**src/rtl/pulse_int_pkg.sv**
```systemverilog
// Shared types, constants and config validation for the pulse integrator sequencer.
package pulse_int_pkg;

    typedef enum logic [1:0] {
        IDLE  = 2'd0,
        FLUSH = 2'd1,
        ARM   = 2'd2,
        PULSE = 2'd3
    } state_t;

    localparam int unsigned CNT_WIDTH_DEF  = 16;
    localparam int unsigned SHADOW_RST_VAL = 1;

    // Fields are zero-extended to 32 bits by the caller, so CNT_WIDTH must not exceed 32.
    function automatic logic cfg_is_valid(input logic [31:0] np,
                                          input logic [31:0] ns,
                                          input logic [31:0] st,
                                          input logic [31:0] en);
        return (np != 32'd0) && (ns != 32'd0) && (st != 32'd0) &&
               (st <= en) && (en <= ns);
    endfunction

endpackage

```
**src/rtl/pulse_int_cfg_shadow.sv**
```systemverilog
// Validates requested configuration, holds one pending set and moves it into the
// active shadow registers on an apply strobe.
module pulse_int_cfg_shadow
    import pulse_int_pkg::*;
#(
    parameter int unsigned CNT_WIDTH = CNT_WIDTH_DEF
)(
    input  logic                 aclk,
    input  logic                 aresetn,
    input  logic                 cfg_update,
    input  logic [CNT_WIDTH-1:0] cfg_n_pulses,
    input  logic [CNT_WIDTH-1:0] cfg_n_samples,
    input  logic [CNT_WIDTH-1:0] cfg_start_index,
    input  logic [CNT_WIDTH-1:0] cfg_end_index,
    input  logic                 apply,
    output logic                 pending,
    output logic                 cfg_error,
    output logic [CNT_WIDTH-1:0] n_pulses,
    output logic [CNT_WIDTH-1:0] n_samples,
    output logic [CNT_WIDTH-1:0] start_index,
    output logic [CNT_WIDTH-1:0] end_index
);

    localparam logic [CNT_WIDTH-1:0] RST_V = CNT_WIDTH'(SHADOW_RST_VAL);

    logic                 r_pend_vld;
    logic [CNT_WIDTH-1:0] r_pend_np, r_pend_ns, r_pend_st, r_pend_en;
    logic [CNT_WIDTH-1:0] r_np, r_ns, r_st, r_en;
    logic                 r_err;
    logic                 w_req_ok;
    logic                 w_take;

    assign w_req_ok = cfg_is_valid(32'(cfg_n_pulses), 32'(cfg_n_samples),
                                   32'(cfg_start_index), 32'(cfg_end_index));
    assign w_take   = cfg_update & w_req_ok;
    // An update arriving on the apply cycle bypasses the pending register.
    assign pending  = r_pend_vld | w_take;

    always_ff @(posedge aclk) begin
        if (!aresetn) begin
            r_pend_vld <= 1'b0;
            r_pend_np  <= RST_V;
            r_pend_ns  <= RST_V;
            r_pend_st  <= RST_V;
            r_pend_en  <= RST_V;
            r_np       <= RST_V;
            r_ns       <= RST_V;
            r_st       <= RST_V;
            r_en       <= RST_V;
            r_err      <= 1'b0;
        end else begin
            if (cfg_update) begin
                if (w_req_ok) begin
                    r_pend_np  <= cfg_n_pulses;
                    r_pend_ns  <= cfg_n_samples;
                    r_pend_st  <= cfg_start_index;
                    r_pend_en  <= cfg_end_index;
                    r_pend_vld <= 1'b1;
                    r_err      <= 1'b0;
                end else begin
                    r_err      <= 1'b1;
                end
            end
            if (apply) begin
                r_np       <= w_take ? cfg_n_pulses    : r_pend_np;
                r_ns       <= w_take ? cfg_n_samples   : r_pend_ns;
                r_st       <= w_take ? cfg_start_index : r_pend_st;
                r_en       <= w_take ? cfg_end_index   : r_pend_en;
                r_pend_vld <= 1'b0;
            end
        end
    end

    assign cfg_error   = r_err;
    assign n_pulses    = r_np;
    assign n_samples   = r_ns;
    assign start_index = r_st;
    assign end_index   = r_en;

endmodule

```
**src/rtl/pulse_int_seq.sv**
```systemverilog
// Pulse integrator sequencer: trigger alignment, beat gating, frame counting and
// config application. Define PULSE_INT_SEQ_TIMEOUT_EN to add the ARM-state trigger watchdog.
module pulse_int_seq
    import pulse_int_pkg::*;
#(
    parameter int unsigned AXIS_DATA_WIDTH = 32,
    parameter int unsigned CNT_WIDTH       = CNT_WIDTH_DEF,
    parameter int unsigned FLUSH_CYCLES    = 4
`ifdef PULSE_INT_SEQ_TIMEOUT_EN
    ,
    parameter int unsigned TIMEOUT_CYCLES  = 1_000_000
`endif
)(
    input  logic                       aclk,
    input  logic                       aresetn,
    input  logic [AXIS_DATA_WIDTH-1:0] s_axis_tdata,
    input  logic                       s_axis_tvalid,
    output logic                       s_axis_tready,
    output logic [AXIS_DATA_WIDTH-1:0] m_axis_tdata,
    output logic                       m_axis_tvalid,
    input  logic                       trigger,
    input  logic                       cfg_enable,
    input  logic                       cfg_update,
    input  logic [CNT_WIDTH-1:0]       cfg_n_pulses,
    input  logic [CNT_WIDTH-1:0]       cfg_n_samples,
    input  logic [CNT_WIDTH-1:0]       cfg_start_index,
    input  logic [CNT_WIDTH-1:0]       cfg_end_index,
    output logic [CNT_WIDTH-1:0]       n_pulses,
    output logic [CNT_WIDTH-1:0]       n_samples,
    output logic [CNT_WIDTH-1:0]       start_index,
    output logic [CNT_WIDTH-1:0]       end_index,
    output logic                       int_aresetn,
    output logic                       busy,
    output logic                       cfg_error,
    output logic                       irq_frame_done,
    output logic [31:0]                frame_count,
    output logic [15:0]                overrun_count
`ifdef PULSE_INT_SEQ_TIMEOUT_EN
    ,
    output logic                       trig_timeout
`endif
);

    state_t      r_state, w_state_nxt;
    logic        r_trig_d;
    logic [31:0] r_samp_cnt, r_pulse_cnt, r_frame_cnt, r_flush_cnt;
    logic [15:0] r_ovr_cnt;
    logic        r_irq;

    logic w_edge, w_beat, w_last, w_frame_done, w_flush_done;
    logic w_pending, w_apply, w_timeout;

    assign w_edge       = trigger & ~r_trig_d;
    assign w_beat       = (r_state == PULSE) & s_axis_tvalid;
    assign w_last       = w_beat & ((r_samp_cnt + 32'd1) == 32'(n_samples));
    assign w_frame_done = w_last & ((r_pulse_cnt + 32'd1) == 32'(n_pulses));
    assign w_flush_done = (r_state == FLUSH) & (r_flush_cnt == 32'(FLUSH_CYCLES - 1));
    assign w_apply      = w_pending & ((r_state == IDLE) | w_frame_done);

    pulse_int_cfg_shadow #(
        .CNT_WIDTH (CNT_WIDTH)
    ) u_shadow (
        .aclk            (aclk),
        .aresetn         (aresetn),
        .cfg_update      (cfg_update),
        .cfg_n_pulses    (cfg_n_pulses),
        .cfg_n_samples   (cfg_n_samples),
        .cfg_start_index (cfg_start_index),
        .cfg_end_index   (cfg_end_index),
        .apply           (w_apply),
        .pending         (w_pending),
        .cfg_error       (cfg_error),
        .n_pulses        (n_pulses),
        .n_samples       (n_samples),
        .start_index     (start_index),
        .end_index       (end_index)
    );

`ifdef PULSE_INT_SEQ_TIMEOUT_EN
    logic [31:0] r_to_cnt;
    logic        r_trig_to;

    assign w_timeout = (r_state == ARM) & ~w_edge & (r_to_cnt == 32'(TIMEOUT_CYCLES - 1));

    always_ff @(posedge aclk) begin
        if (!aresetn) begin
            r_to_cnt  <= '0;
            r_trig_to <= 1'b0;
        end else begin
            if ((r_state != ARM) || w_edge || w_timeout)
                r_to_cnt <= '0;
            else
                r_to_cnt <= r_to_cnt + 32'd1;
            if (w_timeout)
                r_trig_to <= 1'b1;
            else if (cfg_update)
                r_trig_to <= 1'b0;
        end
    end

    assign trig_timeout = r_trig_to;
`else
    assign w_timeout = 1'b0;
`endif

    always_comb begin
        w_state_nxt = r_state;
        case (r_state)
            IDLE:  if (cfg_enable) w_state_nxt = FLUSH;
            FLUSH: if (w_flush_done) w_state_nxt = cfg_enable ? ARM : IDLE;
            ARM: begin
                if (!cfg_enable || w_timeout) w_state_nxt = FLUSH;
                else if (w_edge)              w_state_nxt = PULSE;
            end
            PULSE: begin
                // Frame end with a pending config flushes; the coincident trigger edge is dropped.
                if (!cfg_enable)                      w_state_nxt = FLUSH;
                else if (w_last) begin
                    if (w_frame_done && w_pending)    w_state_nxt = FLUSH;
                    else if (w_edge)                  w_state_nxt = PULSE;
                    else                              w_state_nxt = ARM;
                end
            end
            default: w_state_nxt = IDLE;
        endcase
    end

    always_ff @(posedge aclk) begin
        if (!aresetn) begin
            r_state     <= IDLE;
            r_trig_d    <= 1'b0;
            r_samp_cnt  <= '0;
            r_pulse_cnt <= '0;
            r_frame_cnt <= '0;
            r_flush_cnt <= '0;
            r_ovr_cnt   <= '0;
            r_irq       <= 1'b0;
        end else begin
            r_state  <= w_state_nxt;
            r_trig_d <= trigger;
            r_irq    <= w_frame_done;

            if ((r_state == FLUSH) && !w_flush_done) r_flush_cnt <= r_flush_cnt + 32'd1;
            else                                     r_flush_cnt <= '0;

            if (w_last || (r_state != PULSE)) r_samp_cnt <= '0;
            else if (w_beat)                  r_samp_cnt <= r_samp_cnt + 32'd1;

            if ((r_state == IDLE) || (r_state == FLUSH) || w_frame_done) r_pulse_cnt <= '0;
            else if (w_last)                                            r_pulse_cnt <= r_pulse_cnt + 32'd1;

            if (w_frame_done) r_frame_cnt <= r_frame_cnt + 32'd1;

            if ((r_state == PULSE) && w_edge && !w_last && (r_ovr_cnt != 16'hFFFF))
                r_ovr_cnt <= r_ovr_cnt + 16'd1;
        end
    end

    assign s_axis_tready  = 1'b1;
    assign m_axis_tdata   = s_axis_tdata;
    assign m_axis_tvalid  = s_axis_tvalid & (r_state == PULSE);
    assign int_aresetn    = (r_state == ARM) | (r_state == PULSE);
    assign busy           = (r_state != IDLE);
    assign irq_frame_done = r_irq;
    assign frame_count    = r_frame_cnt;
    assign overrun_count  = r_ovr_cnt;

endmodule
```
**config.mk**
```make
export PLATFORM = sky130hd
export DESIGN_NAME = pulse_int_seq
export DESIGN_NICKNAME = d
export VERILOG_FILES = /design/src/rtl/pulse_int_pkg.sv /design/src/rtl/pulse_int_cfg_shadow.sv /design/src/rtl/pulse_int_seq.sv
export SDC_FILE = /design/constraint.sdc
export NUM_CORES = 1
export LEC_CHECK = 0
export CORE_MARGIN = 2
export CORE_UTILIZATION = 58
export DETAILED_ROUTE_END_ITERATION = 8
export HOLD_SLACK_MARGIN = 0.15
export PLACE_DENSITY_LB_ADDON = 0.08
export SETUP_SLACK_MARGIN = 0.15
export SLEW_MARGIN = 20
export SYNTH_ARGS = -nofsm -noshare
export SYNTH_HDL_FRONTEND = slang
export SYNTH_SLANG_ARGS = --single-unit
```
**constraint.sdc**
```tcl
create_clock -name aclk -period 9.7 [get_ports aclk]
set_input_delay 1.94 -clock aclk [delete_from_list [all_inputs] [get_ports aclk]]
set_output_delay 1.94 -clock aclk [all_outputs]
set_load 0.05 [all_outputs]
```
Word level (Yosys, flattened, before mapping). Cells that the tools add are included.

Flip-flop bits (word level): 278. Bits of input ports: 102. Output and inout port bits: 150. Logic and storage cells: 89.

Add/sub/neg operators: 5. Order comparisons: 2. Equality and inequality tests: 12. Multiplexer cells: 15. Bitwise operators: 12. Reductions and logical operators: 25.

Operators by type and width (count): $add A32 B1 Y32 const B (4); $eq A32 B16 Y1 (2); $mux W16 (4); $reduce_bool A16 Y1 (3); $eq A32 B2 Y1 const B (1); $le A16 B16 Y1 (2); $add A16 B1 Y16 const B (1); $mux W2 (8); $ne A16 B16 Y1 const B (1); $logic_and A1 B1 Y1 (9); $pmux W2 S4 (1); $and A1 B1 Y1 (7); $ne A2 B2 Y1 const B (3); $ne A3 B3 Y1 const B (2); $reduce_or A2 Y1 (3); $eq A2 B2 Y1 const B (2); $reduce_and A2 Y1 (2); $reduce_and A4 Y1 (1); $logic_or A1 B1 Y1 (3); $or A1 B1 Y1 (3); $eq A2 B1 Y1 const B (1); $logic_not A1 Y1 (2); $logic_not A2 Y1 (1); $mux W1 (2); 2 further kinds (3).

Longest topological paths before layout.
Depth after elaboration: 12. Mapped depth: 14. Gate-level depth less buffers: 11.

Modules after synthesis. Synthesis repeated with hierarchy kept, for this count alone.

Cells, all modules: 1740. Area total of the unflattened synthesis: 14485.1 um2.

By module, submodules not included: pulse_int_seq (instances 1, cells each 1097, area an instance 8709.6 um2, sequential area each 2962.8 um2); pulse_int_cfg_shadow (instances 1, cells each 643, area an instance 5775.5 um2, sequential area each 2602.5 um2).

Worst setup path before layout. Ideal clock, no wire load.

Path type: input-to-reg. Start: input port cfg_end_index[1]. End: register u_shadow.r_en[1] (netlist: u_shadow.end_index[1]). Setup time: 121 ps. Data arrival time: 4688 ps. Data required time: 9579 ps. Slack: 4891 ps. Cell stages on the path: 14. Cell sequence: inv_1 -> ha_1 -> nor2b_1 -> o21a_1 -> o21ai_0 -> a21oi_1 -> o311ai_0 -> and4_1 -> clkbuf_1 -> clkbuf_1 -> buf_1 -> mux2i_1 -> nor2_1 -> mux2_4.

Longest elaborated chain between the ends: 6.

Ends and longest elaborated chain: from (decl) (line pulse_int_seq.sv:27) `input logic [CNT_WIDTH-1:0] cfg_end_index,`; $le A16 B16 Y1 (line pulse_int_pkg.sv:20) `(st <= en) && (en <= ns);`; $logic_and A1 B1 Y1 (line pulse_int_pkg.sv:19) `return (np != 32'd0) && (ns != 32'd0) && (st != 32'd0) &&`; $logic_and A1 B1 Y1 (line pulse_int_pkg.sv:20); $and A1 B1 Y1 (line pulse_int_cfg_shadow.sv:35) `assign w_take = cfg_update & w_req_ok;`; $or A1 B1 Y1 (line pulse_int_cfg_shadow.sv:37) `assign pending = r_pend_vld | w_take;`; $and A1 B1 Y1 (line pulse_int_seq.sv:58) `assign w_apply = w_pending & ((r_state == IDLE) | w_frame_done);`; to (signal assigned) (line pulse_int_cfg_shadow.sv:68) `r_en <= w_take ? cfg_end_index : r_pend_en;`; to (decl) (line pulse_int_cfg_shadow.sv:28) `logic [CNT_WIDTH-1:0] r_np, r_ns, r_st, r_en;`.

Several ways; a longest one is shown, not always the timed one. A chain may end at the register's enable or synchronous reset.

Worst setup path after layout.
Start: input port s_axis_tvalid. End: output port m_axis_tvalid.

Longest elaborated chain between the ends: 1.

Ends and longest elaborated chain: from (decl) (line pulse_int_seq.sv:17) `input logic s_axis_tvalid,`; $and A1 B1 Y1 (line pulse_int_seq.sv:161) `assign m_axis_tvalid = s_axis_tvalid & (r_state == PULSE);`; to (decl) (line pulse_int_seq.sv:20) `output logic m_axis_tvalid,`.

No other way between the ends.

==> impl_metrics.toml <==
[floorplan]
rows = 58
die_y_um = 165.0
pin_count = 252
start_util = 0.5935
dieWidth_um = 165.0
dieArea_um2 = 27220
core_area_um2 = 25330

[worst_setup_path]
cp_slowest_cell = "clkdlybuf4s50_1"
cp_max_fo = 12
critPathBufInv = 3
worstPathRequired_ns = 7.76
reg2reg_from = "r_pulse_cnt[4]"
r2r_cells = 10
worst-setup-path-type = "primary input to output port"
timing.rr.end = "u_shadow.end_index[15]"
endpoint_kind = "output port"
rrSetupSlack_ns = 4.76
crit_end = "m_axis_tvalid"
crit_top_cell = "clkdlybuf4s50_1"
crit_path_max_incr_delay_ns = 0.87
crit_start = "s_axis_tvalid"
critPathLaunchType = "primary input"
crit_chain = "clkdlybuf4s50_1 > nand3_1 > inv_2 > clkdlybuf4s50_1"
crit_arrival_ns = 4.17
cp_num_cells = 4
path_delay_family = "buffers and inverters"

[synthesis]
synth_edf_count = 0
ys_seq_elements = 278
synth_seq_area_share = 0.3703
synthXorXnorAreaFrac = 0.08974
synth_ff_type = "dfxtp_1"
synth_top_area_frac = 0.3703
synthMuxAreaShare = 0.1303
synth.largest_area_cell = "dfxtp_1"
yosysUniqueCellTypes = 67
syn_area_um2 = 15030
synthCells = 1696
syn_area_per_cell_um2 = 8.862
synthTopCellsByArea = "dfxtp_1, mux2i_1, mux2_4"
synthAdderAreaFrac = 0.03080
async_flop_share = 0
synth_nets = 1835
synth_compound_area_frac = 0.05294
synth_top_family_by_area = "simple AND/OR/NAND/NOR gates"
yosys_warnings = 0
synth_simple_gate_area_frac = 0.2626

[power]
peakVddDrop_mv = 0.1510
p_per_area_nw_per_um2 = 159.6
leakagePower_nw = 6.933

[clock_network]
cts_setup_buffers = 0
clkTransAtPathRegs_ns = 0.06
clock-sinks = 278
cts_resized = 0
tritoncts = "built"
cts_inserted_buffers = 30
cts_buffer_depth = 3
cts-hold-fix-buffers = 0
cts-root-buf = "clkbuf_16"
htree_levels = 1
clock_latency_ns = 0.56

[sta]
rsz0062_at_grt = "false"
setup_viol_count_final = 0
finalCritPeriodShare = 0.6300
max_slew.worst_pin.slew_ns = 0.9828
fin_setup_tns_ns = 0
max_clock_freq_mhz = 163.6
hold_violations = 0
slew_viol_final = 0
min_period_ns = 6.111
clock_skew_ns = 0.009304
setup_slack_ns = 3.589
slew-limit-headroom = 0.3399

[routing]
wirelength_um = 37250
firstDrtPassIters = 5
wl_met2_um = 17630
wl_met1_um = 16470
vias_per_cell = 5.681
met3_length_um = 2063
remaining_drc_errors = 0
drt_iter0_markers = 823
vias = 12200
wl_per_cell_um = 17.34
ant_nets = 0
top_layer_used = "met5"

[global_routing]
grt_use_total = 0.2675
grt_max_degree = 86
grt_overflow = 0
grt_pass1_wl_um = 59390
antenna_found_initial = 6
grt_pass1_vias = 11660

[placement]
post-place-ws_ns = 3.353
placed_cells = 2087
dpl.hpwl_um = 26070
port_buffers = 186
gp_congestion = 0.8665

[final_layout]
post_route_cells_drive_above_1_share = 0.08274
final_common_cell = "dfxtp_1"
area_delta_synth_final_pct = 18.02
final_cells = 2148
nFillCells = 2038
final_nets = 1928
most-common-layout-cells = "dfxtp_1, nor2_1, clkdlybuf4s50_1"

[outcome]
outcome = "completed"

[worst_hold_path]
min_from = "r_flush_cnt[0]"
hold_path_depth = 1
hold_class = "flop to flop"

[run]
max-cap-violations = 0
## power breakdown
part	switching, mW	internal [mW]	leakage [nW]
Combinational	0.233	0.156	4.15
Sequential	0.0235	1.18	2.25
Clock	0.468	0.775	0.540
## sequential cells by signal, summed over array words and instances (netlist names)
name,cells
u_shadow.start_index,16
u_shadow.r_pend_en,16
r_pulse_cnt,32
u_shadow.end_index,16
u_shadow.r_pend_np,16
frame_count,32
u_shadow.r_pend_vld,1
u_shadow.r_pend_ns,16
u_shadow.r_pend_st,16
u_shadow.n_pulses,16
u_shadow.n_samples,16
r_flush_cnt,32
u_shadow.cfg_error,1
overrun_count,16
r_state,2
r_trig_d,1
r_samp_cnt,32
irq_frame_done,1
## logic make-up (layout without fill, tap and decap cells)
kind of cell | after synthesis | count (layout)
adder cells (fa/ha/maj) | 37 | 37
multiplexers | 165 | 165
other | 1 | 6
flip-flops | 278 | 278
AND/OR/NAND/NOR | 759 | 759
AO/OA/AOI/OAI | 113 | 113
XOR/XNOR | 154 | 154
buffers and inverters | 189 | 306
## synth_stat cells, drive strengths merged, types with 5 or more instances
cell type	count
mux2	65
inv	58
buf	71
a21o	7
nand4	80
a211oi	7
nor3	32
o31ai	6
a31oi	6
xnor2	77
or3	8
clkbuf	60
o21ai	21
xor2	77
nand3	66
nor2b	8
or4	7
nor4	45
nor3b	5
a21oi	27
dfxtp	278
and2	67
nor4b	6
nand2b	39
nand2	116
and3	38
mux2i	100
and4	12
ha	37
nor2	225
## worst reg2reg max path: stages (launching register included)
cell and delay, ns:
dfxtp_1 0.54, nand4_1 0.52, nor4_4 0.68, and3_1 0.36, nor3_1 0.08, a31oi_1 0.23
or4_1 0.38, nor3_4 0.12, o21ai_4 0.63, buf_4 0.83, mux2_2 0.46
## routing by layer
| layer | track usage | vias to the layer above |
|---|---|---|
| li1 | - | 6015 |
| met2 | 0.4485 | 341 |
| met5 | 0 | - |
| met3 | 0.04997 | 90 |
| met4 | 0.08933 | 2 |
| met1 | 0.3462 | 5754 |
## how the worst min path moves through the flow
stage	end	slack (ns)
final	r_flush_cnt[0]	0.47
after global routing	u_shadow.r_pend_ns[0]	0.49
after CTS	u_shadow.r_pend_ns[0]	0.48
after detailed placement	r_flush_cnt[0]	0.45
after global placement	r_flush_cnt[0]	0.45
after floorplan	r_flush_cnt[0]	0.43
## metrics by stage
step                utilization  power [mW]  cell area (um^2)  hold slack, ns
detailed placement       0.6565       1.610             16630          0.4530
CTS                      0.6998       2.853             17720          0.4761
floorplan                     -       1.529             15030          0.4295
global placement         0.6565       1.604             16630          0.4465
global route             0.7001       2.926             17730          0.4930
finish                   0.7004       2.831             17740          0.4700
## cell type report
type | instances | area [um^2] | area share
clock buffer | 41 | 852.1 | 0.04803
clock inverter | 15 | 245.2 | 0.01382
tap | 330 | 412.9 | 0.02328
timing repair buffer | 192 | 1904 | 0.1073
inverter | 58 | 217.7 | 0.01227
antenna | 5 | 12.51 | 0.0007053
multi-input combinational | 1229 | 8529 | 0.4808
sequential | 278 | 5565 | 0.3137
No activity file was read; power rests on OpenSTA's default activity.
==> variant 1 (config.mk and constraints unchanged) <==
Put one more register stage on the output `frame_count`, cleared by the reset. The value now appears one clock later. The other outputs are not delayed to match.
--- a/src/rtl/pulse_int_seq.sv
+++ b/src/rtl/pulse_int_seq.sv
@@ -163,5 +163,11 @@
     assign busy           = (r_state != IDLE);
     assign irq_frame_done = r_irq;
-    assign frame_count    = r_frame_cnt;
+    always_ff @(posedge aclk) begin
+        if (!aresetn) begin
+            frame_count <= '0;
+        end else begin
+            frame_count <= r_frame_cnt;
+        end
+    end
     assign overrun_count  = r_ovr_cnt;
 
Formal check against the unedited RTL: not equivalent (Yosys sat finds a counterexample within 10 cycles, from zero or initial values and one cycle with aresetn low).
==> variant 1 against the original RTL <==
Worst setup slack worse by 0.15 ns. Final area rose by 5.8%. Total power is 7.3% higher. Worst hold slack got worse by 0.0040 ns. Cell count is 10% higher. Routed wire length increased by 13%. Synthesized area is 6.7% higher. First-iteration DRC count up 26%. Sequential cell count increased by 32. Sequential power up 12%. Critical path type is now in -> reg. Largest power group is now registers.
==> variant 1: results (changes against the original RTL) <==
================================================================================
Status                                                              finished clean
Final setup skew                                                       0.0121 ns   +0.00280 ns
Global-route wire length before repair                                 67,800 µm   +14%
Max rail drop VDD                                                       0.137 mV   -9.0%
Unique cell type count in the Yosys netlist                                   73   +9.0%
Detailed-route DRC error count                                                 0   unchanged
Depth of the CTS H-tree                                                        2   +1
Final weighted congestion in routability-driven placement                  0.886   +2.3%
Placed instance count                                                      2,313   +11%
Kind of cell adding the most delay to the critical path             compound AO/OA/AOI/OAI gates
Post-synthesis area per instance                                        8.29 µm²   -6.5%
Clk_lat worst skew                                                       0.51 ns   -0.05 ns
Sequential share of the synthesized area                                   38.7%   +1.7 points
Number of vias per cell after detailed routing                              5.97   +5.1%
Largest stage delay, worst path                                          0.69 ns   -0.18 ns
Warnings from Yosys                                                            0   unchanged
Share of layout cells above drive strength 1                               5.81%   -2.5 points
Maximum buffer depth of the clock tree                                         3   unchanged
Number of buffers created by CTS                                              35   +17%
Buffers inserted during post-CTS setup optimization                            0   unchanged
Crit Path Max Fanout                                                          36   +24
Ranking of synthesized cells by area                                sky130_fd_sc_hd__dfxtp_1 39%, sky130_fd_sc_hd__nor2_1 5.4%, sky130_fd_sc_hd__xnor2_1 4.1%
Synth Net Count                                                            2,074   +13%
Hold/Removal Path Class                                               reg -> reg
# diodes                                                                       0   -5
Setup slack at placement                                                 2.61 ns   -0.745 ns
Clk slew on worst S/H paths                                              0.07 ns
CTS Root Cell                                                       sky130_fd_sc_hd__clkbuf_16
Slowest CP cell                                                     sky130_fd_sc_hd__nand4_1
Placed wire-length estimate after detailed placement                   29,200 µm   +12%
Vias in the first global route                                            13,200   +14%
DRT Pass-1 Iters                                                               5   unchanged
Static leakage                                                           6.60 nW   -4.8%
Commonest cells in the synthesized netlist                          310 x sky130_fd_sc_hd__dfxtp_1, 230 x sky130_fd_sc_hd__nor2_1, 153 x sky130_fd_sc_hd__nand2_1, 124 x sky130_fd_sc_hd__a21oi_1, 111 x sky130_fd_sc_hd__o21ai_0
Aggregate global-route resource usage                                      28.5%   +1.7 points
Number of cell instances on the worst register-to-register path               11   +1
Primary FF master, synth                                            sky130_fd_sc_hd__dfxtp_1
Asr flop ratio synth                                                          0%   unchanged
Initial DRC count                                                          1,033   +26%
Pin count of the biggest net entering global routing                          91   +5.8%
Wirelength per Cell                                                      17.7 µm   +2.0%
Worst slew pin tran                                                     0.978 ns   -0.00447 ns
I/O Buffers                                                                  186   unchanged
Worst hold stages                                                              1   unchanged
Number of antenna violations at the first check in global routing              1   -5
Detailed Route WL                                                      42,000 µm   +13%
Max cap viols                                                                  0   unchanged
Final-stage net count                                                      2,150   +12%
Number of resized instances in the post-cts repair step                        0   unchanged
FILL cells                                                                 2,209   +8.4%
================================================================================
[variant 1: cell types whose count changed in the layout (fill, tap and decap cells not counted), sizes merged, moves of 18 or more]
cell	change
a21oi	+97
nand4	-18
a22o	+60
nand2b	-32
nand2	+37
mux2	-49
dfxtp	+32
o21ai	+90
and2	-23
mux2i	-35
or3	+18
[variant 1: logic make-up after synthesis]
kind of cell / synth area share (%)
buffers and inverters: 6.34
XOR/XNOR: 7.86
multiplexers: 5.18
adder cells (fa/ha/maj): 2.89
flip-flops: 38.7
AO/OA/AOI/OAI: 14.6
other: 0.0234
AND/OR/NAND/NOR: 24.4
[variant 1: final timing paths]
check	slack, ns	startpoint	endpoint
max	3.44	s_axis_tvalid	u_shadow.n_pulses[0]
min	0.47	r_flush_cnt[0]	r_flush_cnt[0]
max reg2reg	4.33	r_samp_cnt[4]	u_shadow.n_pulses[0]
min reg2reg	0.47	r_flush_cnt[0]	r_flush_cnt[0]
[variant 1: per-stage QoR]
step	instance area (µm²)	total power, W	utilization, %
after floorplan	16000	0.00167	-
after global placement	17600	0.00177	65.3
after detailed placement	17600	0.00177	65.3
after CTS	18700	0.00305	69.4
after global routing	18800	0.00314	69.5
final	18800	0.00304	69.5
[variant 1: layout make-up]
type                    count  area (µm²)  area share (%)
flip-flops and latches    310        6210            33.1
multi-input cells        1407        8860            47.2
inverters                  60         230            1.23
clock inverters             8        75.1           0.400
repair buffers            197        1940            10.4
well taps                 341         427            2.27
clock buffers              50        1030            5.50
[variant 1: power breakdown]
group	internal (W)	switching [W]
clock	0.000764	0.000523
combinational	0.000148	0.000264
sequential	0.00131	0.0000300
total	0.00222	0.000817
[variant 1: metal layers]
layer | GRT usage, % | routed length, µm
met5 | 0 | 11
met4 | 7.62 | 878
met3 | 4.42 | 2450
met2 | 47.3 | 19200
met1 | 38.6 | 19400
==> variant 2 (same settings) <==
Without the edit above. Add a define of `PULSE_INT_SEQ_TIMEOUT_EN`.
--- a/src/rtl/pulse_int_seq.sv
+++ b/src/rtl/pulse_int_seq.sv
@@ -1,4 +1,6 @@
 // Pulse integrator sequencer: trigger alignment, beat gating, frame counting and
 // config application. Define PULSE_INT_SEQ_TIMEOUT_EN to add the ARM-state trigger watchdog.
+`define PULSE_INT_SEQ_TIMEOUT_EN
+
 module pulse_int_seq
     import pulse_int_pkg::*;
Formal check against the unedited RTL (old outputs only; new: trig_timeout): same outputs for any inputs over 4 cycles, from zero or initial values and one cycle with aresetn low; that may be too few to reach the edited logic, so the function may still have changed.
==> variant 2 against the original RTL <==
Core utilization down 0.83 points. Sequential cell count rose by 33. Total power rose by 18%. Final area is 8.4% higher. Fmax grew 5.7%. Largest power group is now registers. Die area increased by 8.8%. Routed wire length increased by 11%. Synthesized area grew 9.1%. Worst setup slack improved by 0.33 ns.
==> variant 2: results (changes against the original RTL) <==
===================================================================================
Gate Count Post-Synth                                                         1,912   +13%
Vias in the first global route                                               12,800   +9.6%
Standard cell area after detailed placement                              0.0181 mm²   +8.7%
Share of layout cells above drive strength 1                                  9.30%   +1.0 points
Number of vias per cell after detailed routing                                 5.80   +2.0%
Number of buffers created by CTS                                                 35   +17%
Aggregate global-route resource usage                                         27.6%   +0.86 points
Status                                                                 finished clean
Final-stage net count                                                         2,145   +11%
Static leakage                                                              7.09 nW   +2.3%
Slowest CP cell                                                        sky130_fd_sc_hd__buf_4
Detailed-routed wire length on met2                                       19,400 µm   +9.9%
Top layer used by detailed routing                                             met4
Placed wire-length estimate after detailed placement                      29,100 µm   +12%
Unique cell type count in the Yosys netlist                                      77   +15%
Power in combinational cells                                             0.000642 W   +65%
Placed instance count                                                         2,346   +12%
Ranking of synthesized cells by area                                   sky130_fd_sc_hd__dfxtp_1 38%, sky130_fd_sc_hd__xnor2_1 5.8%, sky130_fd_sc_hd__nor2_1 4.8%
Global-route wire length before repair                                    66,300 µm   +12%
Crit Path Max Fanout                                                             69   +57
I/O Buffers                                                                     187   +0.54%
Detailed Route WL                                                         41,500 µm   +11%
Met1 track demand over resource                                               38.1%   +3.5 points
Seq pwr                                                                   0.00140 W   +17%
Register Area                                                           0.00623 mm²   +12%
Count of placed standard cells in the final layout, fillers left out          2,411   +12%
Worst-case register-to-register setup slack                                 4.49 ns   -0.27 ns
Slew margin rel.                                                              29.8%   -4.2 points
Worst hold stages                                                                 2   +1
Met3 routed WL                                                              2430 µm   +18%
Number of cell instances on the worst register-to-register path                  12   +2
Top achievable clock speed                                                0.173 GHz   +5.7%
Origin of the critical flop-to-flop path                               r_samp_cnt[0]
Setup slack at placement                                                    3.51 ns   +0.159 ns
Final weighted congestion in routability-driven placement                     0.915   +5.6%
Power per Cell Area                                                      174 mW/mm²   +9.0%
Commonest cells in the synthesized netlist                             311 x sky130_fd_sc_hd__dfxtp_1, 208 x sky130_fd_sc_hd__nor2_1, 181 x sky130_fd_sc_hd__nand2_1, 177 x sky130_fd_sc_hd__inv_1, 109 x sky130_fd_sc_hd__xnor2_1
FILL cells                                                                    2,261   +11%
Largest stage delay, worst path                                             0.79 ns   -0.08 ns
===================================================================================
-- variant 2: cell count changes after synthesis, moves of 29 or more --
cell and change:
sky130_fd_sc_hd__xnor2_1 +32, sky130_fd_sc_hd__nand4_1 -29, sky130_fd_sc_hd__mux2_4 -60, sky130_fd_sc_hd__dfxtp_1 +33
sky130_fd_sc_hd__nand2_1 +65, sky130_fd_sc_hd__mux2_2 +55, sky130_fd_sc_hd__mux2i_1 -81, sky130_fd_sc_hd__a32oi_2 +44
sky130_fd_sc_hd__inv_1 +120, sky130_fd_sc_hd__and2_1 -55
-- variant 2: worst max-delay path by stage --
stage,from,to,slack (ns),cells after the start
2_1_floorplan,s_axis_tvalid,m_axis_tvalid,4.91,3
3_3_place_gp,cfg_end_index[1],u_shadow.start_index[0],3.62,14
3_5_place_dp,cfg_end_index[1],u_shadow.end_index[7],3.51,14
4_1_cts,s_axis_tvalid,m_axis_tvalid,3.95,5
5_1_grt,cfg_end_index[1],u_shadow.n_pulses[4],3.66,14
6_report,cfg_end_index[1],u_shadow.n_pulses[5],3.92,14
-- variant 2: cell families after synthesis --
logic type,share of synthesized area (%)
and+or+nand+nor,24.1
muxes,5.28
buffers and inverters,8.61
DFF,38.0
other,0.0229
adders and majority gates,2.90
xor gates and xnor gates,9.19
AOI/OAI and AO/OA,11.9
-- variant 2: final cells by class --
| cell class | instances | share of cell area (%) |
|---|---|---|
| repair buffers | 196 | 10.1 |
| flip-flops and latches | 311 | 32.4 |
| clock buffers | 51 | 5.39 |
| well taps | 378 | 2.46 |
| diodes | 1 | 0.0130 |
| multi-input cells | 1283 | 45.6 |
| inverters | 178 | 3.47 |
| clock inverters | 13 | 0.579 |
